[config.mk]
export PLATFORM = sky130hd
export DESIGN_NAME = key_debounce
export DESIGN_NICKNAME = d
export VERILOG_FILES = /design/src/rtl/key_debounce_pkg.sv /design/src/rtl/key_debounce_fsm.sv /design/src/rtl/key_debounce.sv
export SDC_FILE = /design/constraint.sdc
export NUM_CORES = 1
export LEC_CHECK = 0
export BUFFER_PORTS_ARGS = -buffer_cell sky130_fd_sc_hd__buf_2
export CORE_MARGIN = 8
export CORE_UTILIZATION = 41
export DETAILED_ROUTE_END_ITERATION = 6
export GPL_TIMING_DRIVEN = 1
export MAX_ROUTING_LAYER = met4
export PLACE_DENSITY = 0.64
export SLEW_MARGIN = 20
export SYNTH_ARGS = -nofsm -noshare
export SYNTH_HDL_FRONTEND = slang
export SYNTH_SLANG_ARGS = --single-unit
[constraint.sdc]
create_clock -name iCLK -period 4.6 [get_ports iCLK]
set_input_delay 1.15 -clock iCLK [delete_from_list [all_inputs] [get_ports iCLK]]
set_output_delay 1.15 -clock iCLK [all_outputs]
set_load 0.02 [all_outputs]
[src/rtl/key_debounce_pkg.sv]
// key_debounce_pkg: shared types and constants for the push-button debouncer.
// Optional auto-repeat is enabled by defining KEY_DEBOUNCE_REPEAT_EN.
package key_debounce_pkg;

  // Per-key debounce state
  typedef enum logic [1:0] {
    UP       = 2'd0,
    CHK_DOWN = 2'd1,
    DOWN     = 2'd2,
    CHK_UP   = 2'd3
  } key_state_t;

  // Raw key pins pull low when pressed
  localparam logic KEY_ACTIVE_LEVEL = 1'b0;

  // Synchroniser flops reset to the released pin level
  localparam logic KEY_SYNC_RESET = 1'b1;

endpackage

[src/rtl/key_debounce_fsm.sv]
// key_debounce_fsm: debounce state machine for a single key.
// Accepts a level change after DEBOUNCE_TICKS consecutive equal samples and
// emits one-clock press/release events. With KEY_DEBOUNCE_REPEAT_EN defined,
// a hold counter adds auto-repeat press events while the key stays down.
module key_debounce_fsm
  import key_debounce_pkg::*;
#(
  parameter int unsigned DEBOUNCE_TICKS = 20
`ifdef KEY_DEBOUNCE_REPEAT_EN
  ,
  parameter int unsigned HOLD_TICKS     = 500,
  parameter int unsigned REPEAT_TICKS   = 100
`endif
) (
  input  logic iCLK,
  input  logic iRST,
  input  logic tick,
  input  logic pressed,
  output logic key_level,
  output logic press_evt,
  output logic release_evt
);

  localparam int unsigned CNT_W = $clog2(DEBOUNCE_TICKS);
  localparam logic [CNT_W-1:0] CNT_ONE  = CNT_W'(1);
  localparam logic [CNT_W-1:0] CNT_LAST = CNT_W'(DEBOUNCE_TICKS - 1);

  key_state_t       state;
  logic [CNT_W-1:0] cnt;
  logic             repeat_hit;

`ifdef KEY_DEBOUNCE_REPEAT_EN
  localparam int unsigned HOLD_W = $clog2(HOLD_TICKS + 1);
  localparam logic [HOLD_W-1:0] HOLD_LAST   = HOLD_W'(HOLD_TICKS - 1);
  localparam logic [HOLD_W-1:0] HOLD_RELOAD = HOLD_W'(HOLD_TICKS - REPEAT_TICKS);

  logic [HOLD_W-1:0] hold;

  // A held-down sample that completes the hold interval fires a repeat
  always_comb repeat_hit = (state == DOWN) && pressed && (hold == HOLD_LAST);

  // Hold counter: cleared on press acceptance, frozen outside DOWN; reloading
  // to HOLD_TICKS-REPEAT_TICKS spaces later repeats REPEAT_TICKS apart
  always_ff @(posedge iCLK) begin
    if (iRST) begin
      hold <= '0;
    end else if (tick) begin
      if ((state == CHK_DOWN) && pressed && (cnt == CNT_LAST)) begin
        hold <= '0;
      end else if ((state == DOWN) && pressed) begin
        hold <= repeat_hit ? HOLD_RELOAD : hold + 1'b1;
      end
    end
  end
`else
  // Auto-repeat not built: one press event per accepted press
  always_comb repeat_hit = 1'b0;
`endif

  // Debounced level is high once a press is accepted until a release is
  always_comb key_level = (state == DOWN) || (state == CHK_UP);

  // Debounce FSM; advances only on sample ticks, event flops self-clear
  always_ff @(posedge iCLK) begin
    if (iRST) begin
      state       <= UP;
      cnt         <= '0;
      press_evt   <= 1'b0;
      release_evt <= 1'b0;
    end else begin
      press_evt   <= 1'b0;
      release_evt <= 1'b0;
      if (tick) begin
        case (state)
          UP: begin
            if (pressed) begin
              state <= CHK_DOWN;
              cnt   <= CNT_ONE;
            end
          end
          CHK_DOWN: begin
            if (!pressed) begin
              state <= UP;
              cnt   <= '0;
            end else if (cnt == CNT_LAST) begin
              state     <= DOWN;
              cnt       <= '0;
              press_evt <= 1'b1;
            end else begin
              cnt <= cnt + 1'b1;
            end
          end
          DOWN: begin
            if (!pressed) begin
              state <= CHK_UP;
              cnt   <= CNT_ONE;
            end else begin
              press_evt <= repeat_hit;
            end
          end
          CHK_UP: begin
            if (pressed) begin
              state <= DOWN;
              cnt   <= '0;
            end else if (cnt == CNT_LAST) begin
              state       <= UP;
              cnt         <= '0;
              release_evt <= 1'b1;
            end else begin
              cnt <= cnt + 1'b1;
            end
          end
          default: begin
            state <= UP;
            cnt   <= '0;
          end
        endcase
      end
    end
  end

endmodule

[src/rtl/key_debounce.sv]
// key_debounce: synchronises and debounces N_KEYS active-low push-buttons
// and delivers a clean level plus one-clock press/release events per key.
// Define KEY_DEBOUNCE_REPEAT_EN to add auto-repeat press events while held.
module key_debounce
  import key_debounce_pkg::*;
#(
  parameter int unsigned CLK_HZ         = 50_000_000,
  parameter int unsigned SAMPLE_DIV     = 50_000,
  parameter int unsigned DEBOUNCE_TICKS = 20,
  parameter int unsigned N_KEYS         = 4,
  parameter int unsigned HOLD_TICKS     = 500,
  parameter int unsigned REPEAT_TICKS   = 100
) (
  input  logic              iCLK,
  input  logic              iRST,
  input  logic [N_KEYS-1:0] iKEY,
  output logic [N_KEYS-1:0] oKEY_STATE,
  output logic [N_KEYS-1:0] oKEY_PRESS,
  output logic [N_KEYS-1:0] oKEY_RELEASE
);

  localparam int unsigned DIV_W = $clog2(SAMPLE_DIV);
  localparam logic [DIV_W-1:0] DIV_LAST = DIV_W'(SAMPLE_DIV - 1);

  if ((SAMPLE_DIV < 2) || (DEBOUNCE_TICKS < 2) || (N_KEYS < 1) ||
      (CLK_HZ < SAMPLE_DIV) || (REPEAT_TICKS < 1) ||
      (HOLD_TICKS < REPEAT_TICKS)) begin : g_bad_params
    $error("key_debounce: invalid parameter set");
  end

  logic [N_KEYS-1:0] sync1;
  logic [N_KEYS-1:0] sync2;
  logic [N_KEYS-1:0] pressed;
  logic [DIV_W-1:0]  div;
  logic              tick;

  // Two-flop synchroniser on the asynchronous key pins
  always_ff @(posedge iCLK) begin
    if (iRST) begin
      sync1 <= {N_KEYS{KEY_SYNC_RESET}};
      sync2 <= {N_KEYS{KEY_SYNC_RESET}};
    end else begin
      sync1 <= iKEY;
      sync2 <= sync1;
    end
  end

  // Map the pin polarity to a pressed flag
  always_comb pressed = ~(sync2 ^ {N_KEYS{KEY_ACTIVE_LEVEL}});

  // Shared sample-tick divider, wraps at SAMPLE_DIV-1
  always_ff @(posedge iCLK) begin
    if (iRST) begin
      div <= '0;
    end else if (div == DIV_LAST) begin
      div <= '0;
    end else begin
      div <= div + 1'b1;
    end
  end

  // Tick is high for the final count of each divider period
  always_comb tick = (div == DIV_LAST);

  for (genvar k = 0; k < N_KEYS; k++) begin : g_key
    key_debounce_fsm #(
      .DEBOUNCE_TICKS (DEBOUNCE_TICKS)
`ifdef KEY_DEBOUNCE_REPEAT_EN
      ,
      .HOLD_TICKS     (HOLD_TICKS),
      .REPEAT_TICKS   (REPEAT_TICKS)
`endif
    ) u_fsm (
      .iCLK        (iCLK),
      .iRST        (iRST),
      .tick        (tick),
      .pressed     (pressed[k]),
      .key_level   (oKEY_STATE[k]),
      .press_evt   (oKEY_PRESS[k]),
      .release_evt (oKEY_RELEASE[k])
    );
  end

endmodule
======== Word level (Yosys, flattened, before mapping) ========
Cells that the tools add are included.
operators by class
  add/subtract/negate cells ............... 5
  multipliers ............................. 0
  divide/modulo/power cells ............... 0
  magnitude comparators ................... 0
  equality and inequality tests ........... 33
  shift operators ......................... 0
  mux-type cells .......................... 56
  bitwise gates (word level) .............. 14
  reductions and logical operators ........ 25
operators with widths
  cell                                                   number
  two-way mux 5 bit                                      20
  case mux 5 bit (4 select lines)                        4
  two-way mux 2 bit                                      24
  case mux 2 bit (4 select lines)                        4
  OR reduction 4 bit                                     8
  adder 5 x 1 -> 5 bit, second input constant            4
  equality test 5 bit, second input constant             4
  AND reduction 5 bit                                    4
  adder 16 x 1 -> 16 bit, second input constant          1
  equality test 16 bit, second input constant            1
  equality test 2 bit, second input constant             8
  inequality test 2 bit, second input constant           8
  inverter 1 bit                                         13
  inequality test 3 x 2 -> 1 bit, second input constant  4
  inequality test 3 bit, second input constant           4
  AND reduction 3 bit                                    4
  equality test 2 x 1 -> 1 bit, second input constant    4
  logical NOT 2 bit                                      4
  logical OR 1 bit                                       4
  two-way mux 1 bit                                      4
  inverter 4 bit                                         1
  OR reduction 2 bit                                     1
storage, ports and cells
  flip-flop bits (word level) ............. 60
  latch bits .............................. 0
  bits in writable memories ............... 0
  memory bits (read-only) ................. 0
  bits of input ports ..................... 6
  output and inout port bits .............. 12
  word-level logic and storage cells ...... 152
  memories ................................ 0

======== Depth between registers and ports, before layout ========
Gate-level depths: netlist (run 1).
  depth in word-level cells ............... 4
  gate-level depth with buffers ........... 7
  mapped depth without buffers ............ 5

======== By module ========
A second synthesis (run 1) with hierarchy kept.
second synthesis, totals
  cells, all modules ...................... 288
  area total of the unflattened synthesis .. 2,741.4 um2
modules (own cells, without submodules)
  module            instances  cells an instance  area each (um2)  seq. area each (um2)
  key_debounce_fsm  4          47                 445.4            180.2
  key_debounce      1          100                959.7            480.5

======== Least setup slack after synthesis (run 1) ========
OpenSTA, ideal clock, no wires.
  path kind ............................... input -> register
  start ................................... in iRST
  end ..................................... reg g_key[1].u_fsm.press_evt
  setup time .............................. 0.092 ns
  arrival ................................. 2.008 ns
  required time ........................... 4.508 ns
  path slack .............................. 2.501 ns
  stages on the path ...................... 4
  path buffers ............................ 2
  cells stage by stage .................... clkbuf_1 > or3_1 > buf_2 > nor4_1
on the way
  word-level cells in the longest chain between the ends .. 1
ends and longest elaborated chain
  item                                 line                    RTL
  start: declaration                   key_debounce.sv:15      input logic iRST,
  OR reduction 4 bit (no source line)  -
  end signal: assignment               key_debounce_fsm.sv:98  press_evt <= repeat_hit;
  end: declaration                     key_debounce_fsm.sv:20  output logic press_evt,
Every way passes these cells.
A chain may end at the register's enable or synchronous reset.

======== Final worst setup path (run 1) ========
  start ................................... reg div[11]
  end ..................................... reg g_key[3].u_fsm.press_evt
on the way
  word-level cells in the longest chain between the ends .. 3
ends and longest elaborated chain
  item                                 line                    RTL
  start: declaration                   key_debounce.sv:34      logic [DIV_W-1:0] div;
  start signal: assignment             key_debounce.sv:58      div <= div + 1'b1;
  equality test 16 bit                 key_debounce.sv:63      always_comb tick = (div == DIV_LAST);
  inverter 1 bit (no source line)      -
  OR reduction 4 bit (no source line)  -
  end signal: assignment               key_debounce_fsm.sv:98
  end: declaration                     key_debounce_fsm.sv:20
Every way passes these cells.

==> impl_metrics.tcl, run 1 <==
set metrics [dict create \
    netlist.area_leader.share 0.410 \
    yosys.area.top_type "dfxtp_1" \
    dp_slack_ns 2.05 \
    leakage_nw 1.03 \
    htreeDepth 3 \
    clockBufferDepth 2 \
    cts-root-buf "clkbuf_8" \
    hpwl_mm 3.99 \
    grt_pass1_wl_mm 10.0 \
    num_io_pins 18 \
    required_ns 4.84 \
    timing.rr.start "div[11]" \
    worst_pin_slew_ns 0.794 \
    initial_core_util 0.412 \
    syn_inst 334 \
    synthTopCellsByCount "60 x dfxtp_1, 27 x a21oi_1, 21 x nor2_1" \
    drive_gt1_frac 0.146 \
    worstSkewPairLatency_ns 0.34 \
    synth_cell_types 48 \
    drt_iter0_drc 139 \
    fin_cells 434 \
    routed_wl_mm 5.94 \
    placed_cells 418 \
    synthArstFlopShare 0 \
    fp.dieArea_um2 10100 \
    clkTransAtPathRegs_ns 0.07 \
    path_class "reg2reg" \
    min_period_ns 2.58 \
    antenna_found_initial 0 \
    cts_buffers 9 \
    wl_per_cell_um 13.7 \
    startpoint "div[11]" \
    core-area_um2 7100 \
    holdCritStartpoint "sync1[2]" \
    worstPathArrival_ns 2.82 \
    fp.dieH_um 100 \
    yosysMostFrequentCell "dfxtp_1" \
    vdd_ir_drop_max_mv 0.192 \
    vias 2438 \
    ys_warn_count 0 \
    min_path_type "reg2reg" \
    rows 31 \
    max_slew_margin 0.469 \
    postCtsSetupRepairBufs 0 \
    grt_pass1_vias 2190 \
    cts_hold_buf 0 \
    synth_edf_count 0 \
    rsz0062_at_grt "no" \
    die_w_um 100 \
    synth_area_um2 2930 \
    via_per_inst 5.62 \
    timing.fmax_ghz 0.388 \
    drc_errors 0 \
    area_growth_pct 7.65 \
    status "finished, final reports clean" \
    setup_tns_ns 0 \
    fin_crit_sh 0.561 \
    ys_ff_latch 60 \
    port-buffer-count 17 \
    finalMaxSlewViolations 0 \
    power_density_nw_per_um2 325 \
    finClkSkew_ns 0.00883 \
    fill_cells 690 \
    yosysSeqAreaShare 0.410 \
    syn_nets 345 \
    end_kind "register" \
    place.gp.congestion 0.917 \
    cts_sinks 60 \
    drt-pass1-iter-count 4 \
    cts_resized 0 \
    insertedDiodeCount 0 \
    setup_viol 0 \
    critPathMaxFanout 32 \
    overflow 0 \
    drv_cap 0 \
    fin_nets 341 \
    synthFlopType "dfxtp_1" \
    finalHoldViolCount 0 \
    track_usage 0.126 \
    grt_max_degree 38 \
    setup_slack_ns 2.02 \
    ant_nets 0 \
    synth_area_leaders "dfxtp_1 41%, a21oi_1 4.6%, o31ai_1 4.1%" \
    cts_tree "yes" \
    startpoint_type "register" \
    post_synth.cell_area_avg_um2 8.76 \
]
## cells by family (layout without fill, tap and decap cells)
kind of cell / Yosys count / after routing / share of synthesized area
AND/OR/NAND/NOR: 142 / 142 / 0.287
AO/OA/AOI/OAI: 69 / 69 / 0.150
flip-flops: 60 / 60 / 0.410
buffers and inverters: 39 / 40 / 0.0727
XOR/XNOR: 18 / 18 / 0.0539
adder cells (fa/ha/maj): 5 / 5 / 0.0214
multiplexers: 1 / 1 / 0.00385
## layout by cell type, fill, tap and decap left out, types with 3 or more instances in the layout
cell type	netlist	layout
dfxtp_1	60	60
nand2_1	16	16
o21ai_0	9	9
inv_1	6	6
or2_2	10	10
a21oi_1	27	27
ha_1	5	5
nand3_1	14	14
clkbuf_8	0	10
and3_1	9	9
buf_2	5	17
a311oi_1	4	4
or3_1	3	3
xor2_1	10	10
xnor2_1	8	8
nor4_1	13	13
nor3_1	11	11
nor2_1	21	21
nand4_1	13	13
o31ai_1	16	16
nor2b_1	6	6
or4_1	9	9
nor4bb_1	3	3
## routing by layer
| metal | part of all wire | wire, um | up-vias | global-route usage |
|---|---|---|---|---|
| met3 | 0.041 | 241 | 10 | 0.0449 |
| met4 | 0.015 | 89 | 0 | 0.0453 |
| li1 | - | - | 1228 | - |
| met1 | 0.47 | 2780 | 1156 | 0.143 |
| met2 | 0.48 | 2830 | 44 | 0.200 |
| met5 | 0 | 0 | - | - |
## state kept, by name, indices dropped and copies added, names as in the netlist, named ones only
name / flops
div: 16
g_key.u_fsm.cnt: 20
g_key.u_fsm.release_evt: 4
g_key.u_fsm.press_evt: 4
g_key.u_fsm.state: 4
sync1: 4
sync2: 4
## path summary, 6_finish.rpt
| path | to | slack, ns | depth (start not counted) |
|---|---|---|---|
| min reg2reg | sync2[2] | 0.41 | 1 |
| max | g_key[3].u_fsm.press_evt | 2.02 | 4 |
| max reg2reg | g_key[3].u_fsm.press_evt | 2.02 | 4 |
| min | sync2[2] | 0.41 | 1 |
## critical path: stages, from the launching register on
cell and delay (ns):
dfxtp_1 0.34, nor3_1 0.46, nand4_2 0.68, or3_1 0.73
nor4_1 0.27
## per-stage QoR
step | hold WS, ns | instance area (um2) | power, W | utilization
floorplan | 0.389 | 2930 | 0.000557 | -
global placement | 0.391 | 2950 | 0.000563 | 0.415
detailed placement | 0.395 | 2950 | 0.000563 | 0.415
CTS | 0.412 | 3150 | 0.00104 | 0.444
global route | 0.428 | 3150 | 0.00107 | 0.444
finish | 0.411 | 3150 | 0.00102 | 0.444
## final cells by class
class                      count  area [um2]  area share
multi-input combinational    235        1510       0.480
sequential                    60        1200       0.381
clock buffer                  10         138      0.0437
tap                           99         124      0.0393
timing repair buffer          17        85.1      0.0270
clock inverter                 6        63.8      0.0203
inverter                       7        26.3     0.00834
## where the power goes
| group | total (W) | internal (W) | switching, W |
|---|---|---|---|
| clock | 0.000472 | 0.000263 | 0.000208 |
| sequential | 0.000530 | 0.000525 | 0.00000476 |
| combinational | 0.0000216 | 0.00000768 | 0.0000139 |
| total | 0.00102 | 0.000796 | 0.000227 |
Power figures use the tool's default switching activity.
==> inputs of run 2 (changes only) <==
--- a/config.mk
+++ b/config.mk
@@ -11,7 +11,7 @@
 export DETAILED_ROUTE_END_ITERATION = 6
 export GPL_TIMING_DRIVEN = 1
 export MAX_ROUTING_LAYER = met4
-export PLACE_DENSITY = 0.64
+export PLACE_DENSITY = 0.66
 export SLEW_MARGIN = 20
 export SYNTH_ARGS = -nofsm -noshare
 export SYNTH_HDL_FRONTEND = slang
==> constraint.sdc (replaced) <==
create_clock -name iCLK -period 2.25 [get_ports iCLK]
set_input_delay 0.5625 -clock iCLK [delete_from_list [all_inputs] [get_ports iCLK]]
set_output_delay 0.5625 -clock iCLK [all_outputs]
set_load 0.02 [all_outputs]
==> run 2 against run 1 <==
- final cell count up 3.9%
- first-iteration DRC count down 38%
- cell area up 4.5%
==> impl_metrics.tcl, run 2 (synthesis results as in run 1) <==
set metrics [dict create \
    worstSkewPairLatency_ns 0.35 \
    switching_share 0.218 \
    holdPathEnd "sync1[2]" \
    fin_nets 358 \
    total_power_w 0.00220 \
    power_switching_w 0.000478 \
    track_usage 0.140 \
    cts_buffers 9 \
    core-area_um2 7100 \
    max_slew_margin 0.556 \
    fp.dieArea_um2 10100 \
    cts_tree "yes" \
    hpwl_mm 4.47 \
    cts_resized 0 \
    intPower_w 0.00172 \
    vias 2496 \
    status "finished, final reports clean" \
    busiest_layer "met2" \
    dpl-instance-area_um2 3080 \
    die_w_um 100 \
    min_path_type "in2reg" \
    finalHoldViolCount 0 \
    num_io_pins 18 \
    ant_nets 0 \
    setup_slack_ns 0.263 \
    initial_core_util 0.412 \
    fin_crit_sh 0.883 \
    overflow 0 \
    top_regs "g_key.u_fsm.cnt (20), div (16)" \
    area_growth_pct 12.5 \
    startpoint_type "register" \
    use_met1 0.172 \
    antenna_found_initial 0 \
    grt_pass1_wl_mm 11.0 \
    reg2reg_depth 5 \
    use_met2 0.206 \
    holdCritStartpoint "iKEY[2]" \
    via_per_inst 5.53 \
    dp_slack_ns 0.275 \
    vdd_ir_drop_max_mv 0.344 \
    p_seq_frac 0.493 \
    layout_common_cells "60 x dfxtp_1, 27 x a21oi_1, 21 x nor2_1" \
    worst_pin_slew_ns 0.659 \
    timing.rr.start "g_key[2].u_fsm.cnt[0]" \
    fp.dieH_um 100 \
    grt_pass1_vias 2335 \
    min_period_ns 1.99 \
    final_common_cell "dfxtp_1" \
    drc_errors 0 \
    leakage_nw 1.13 \
    rsz0062_at_grt "no" \
    port-buffer-count 17 \
    cts-root-buf "clkbuf_8" \
    timing.fmax_ghz 0.503 \
    met3_usage 0.0290 \
    end_kind "register" \
    hold_depth 2 \
    wl_per_cell_um 13.9 \
    drt-pass1-iter-count 4 \
    holdWs_ns 0.390 \
    critPathMaxFanout 5 \
    drt_iter0_drc 86 \
    rrSetupSlack_ns 0.26 \
    worstPathArrival_ns 2.26 \
    setup_viol 0 \
    place.gp.congestion 0.832 \
    required_ns 2.52 \
    largest-register "g_key.u_fsm.cnt" \
    htreeDepth 3 \
    power_frac_comb 0.023 \
    drive_gt1_frac 0.185 \
    finalMaxSlewViolations 0 \
    cts_hold_buf 0 \
    power_density_nw_per_um2 667 \
    rows 31 \
    startpoint "g_key[2].u_fsm.cnt[0]" \
    clkTransAtPathRegs_ns 0.07 \
    routed_wl_mm 6.28 \
    insertedDiodeCount 0 \
    path_class "reg2reg" \
    final_area_um2 3290 \
    drv_cap 0 \
    clock_power_share 0.484 \
    finClkSkew_ns 0.00935 \
    grt_max_degree 19 \
    postCtsSetupRepairBufs 0 \
    clockBufferDepth 2 \
    largest_register_ffs 20 \
    setup_tns_ns 0 \
    cts_sinks 60 \
]
## run 2: changes by cell type in the layout (fill, tap and decap cells not counted), sizes merged
cell	before	now
buf	17	34
clkinvlp	2	0
inv	6	7
bufinv	1	2
## run 2: worst max path at each step
stage | end
after detailed placement | register
final | register
after global routing | register
after CTS | register
after floorplan | register
after global placement | register
## run 2: metrics by stage
stage / util / std cells
after floorplan: - / 334
after global placement: 0.433 / 435
after detailed placement: 0.433 / 435
after CTS: 0.464 / 451
after global routing: 0.464 / 451
final: 0.464 / 451
## run 2: worst max-delay path, stage by stage, from the launching register on
cell and delay, ns:
dfxtp_1 0.40, ha_1 0.22, nor4bb_1 0.53, nand2_1 0.20, or4_1 0.42, a21oi_1 0.14
## run 2: area by class of cell
| class | instances | area, um2 |
|---|---|---|
| clock buffer | 10 | 128 |
| tap | 99 | 124 |
| fill | 714 | 3810 |
| clock inverter | 6 | 87.6 |
| inverter | 7 | 26.3 |
| multi-input combinational | 235 | 1510 |
| sequential | 60 | 1200 |
| timing repair buffer | 34 | 213 |
## run 2: per-layer routing
layer | wire (um) | part of all wire
met1 | 3050 | 0.49
met2 | 2870 | 0.46
met3 | 184 | 0.029
met4 | 178 | 0.028
met5 | 0 | 0
## run 2: power by group through the flow
stage	sequential [W]	combinational, W	clock [W]
CTS	0.00108	0.0000509	0.00109
detailed placement	0.00111	0.0000508	0
global route	0.00108	0.0000568	0.00114
floorplan	0.00110	0.0000339	0
global placement	0.00111	0.0000500	0
finish	0.00108	0.0000503	0.00106
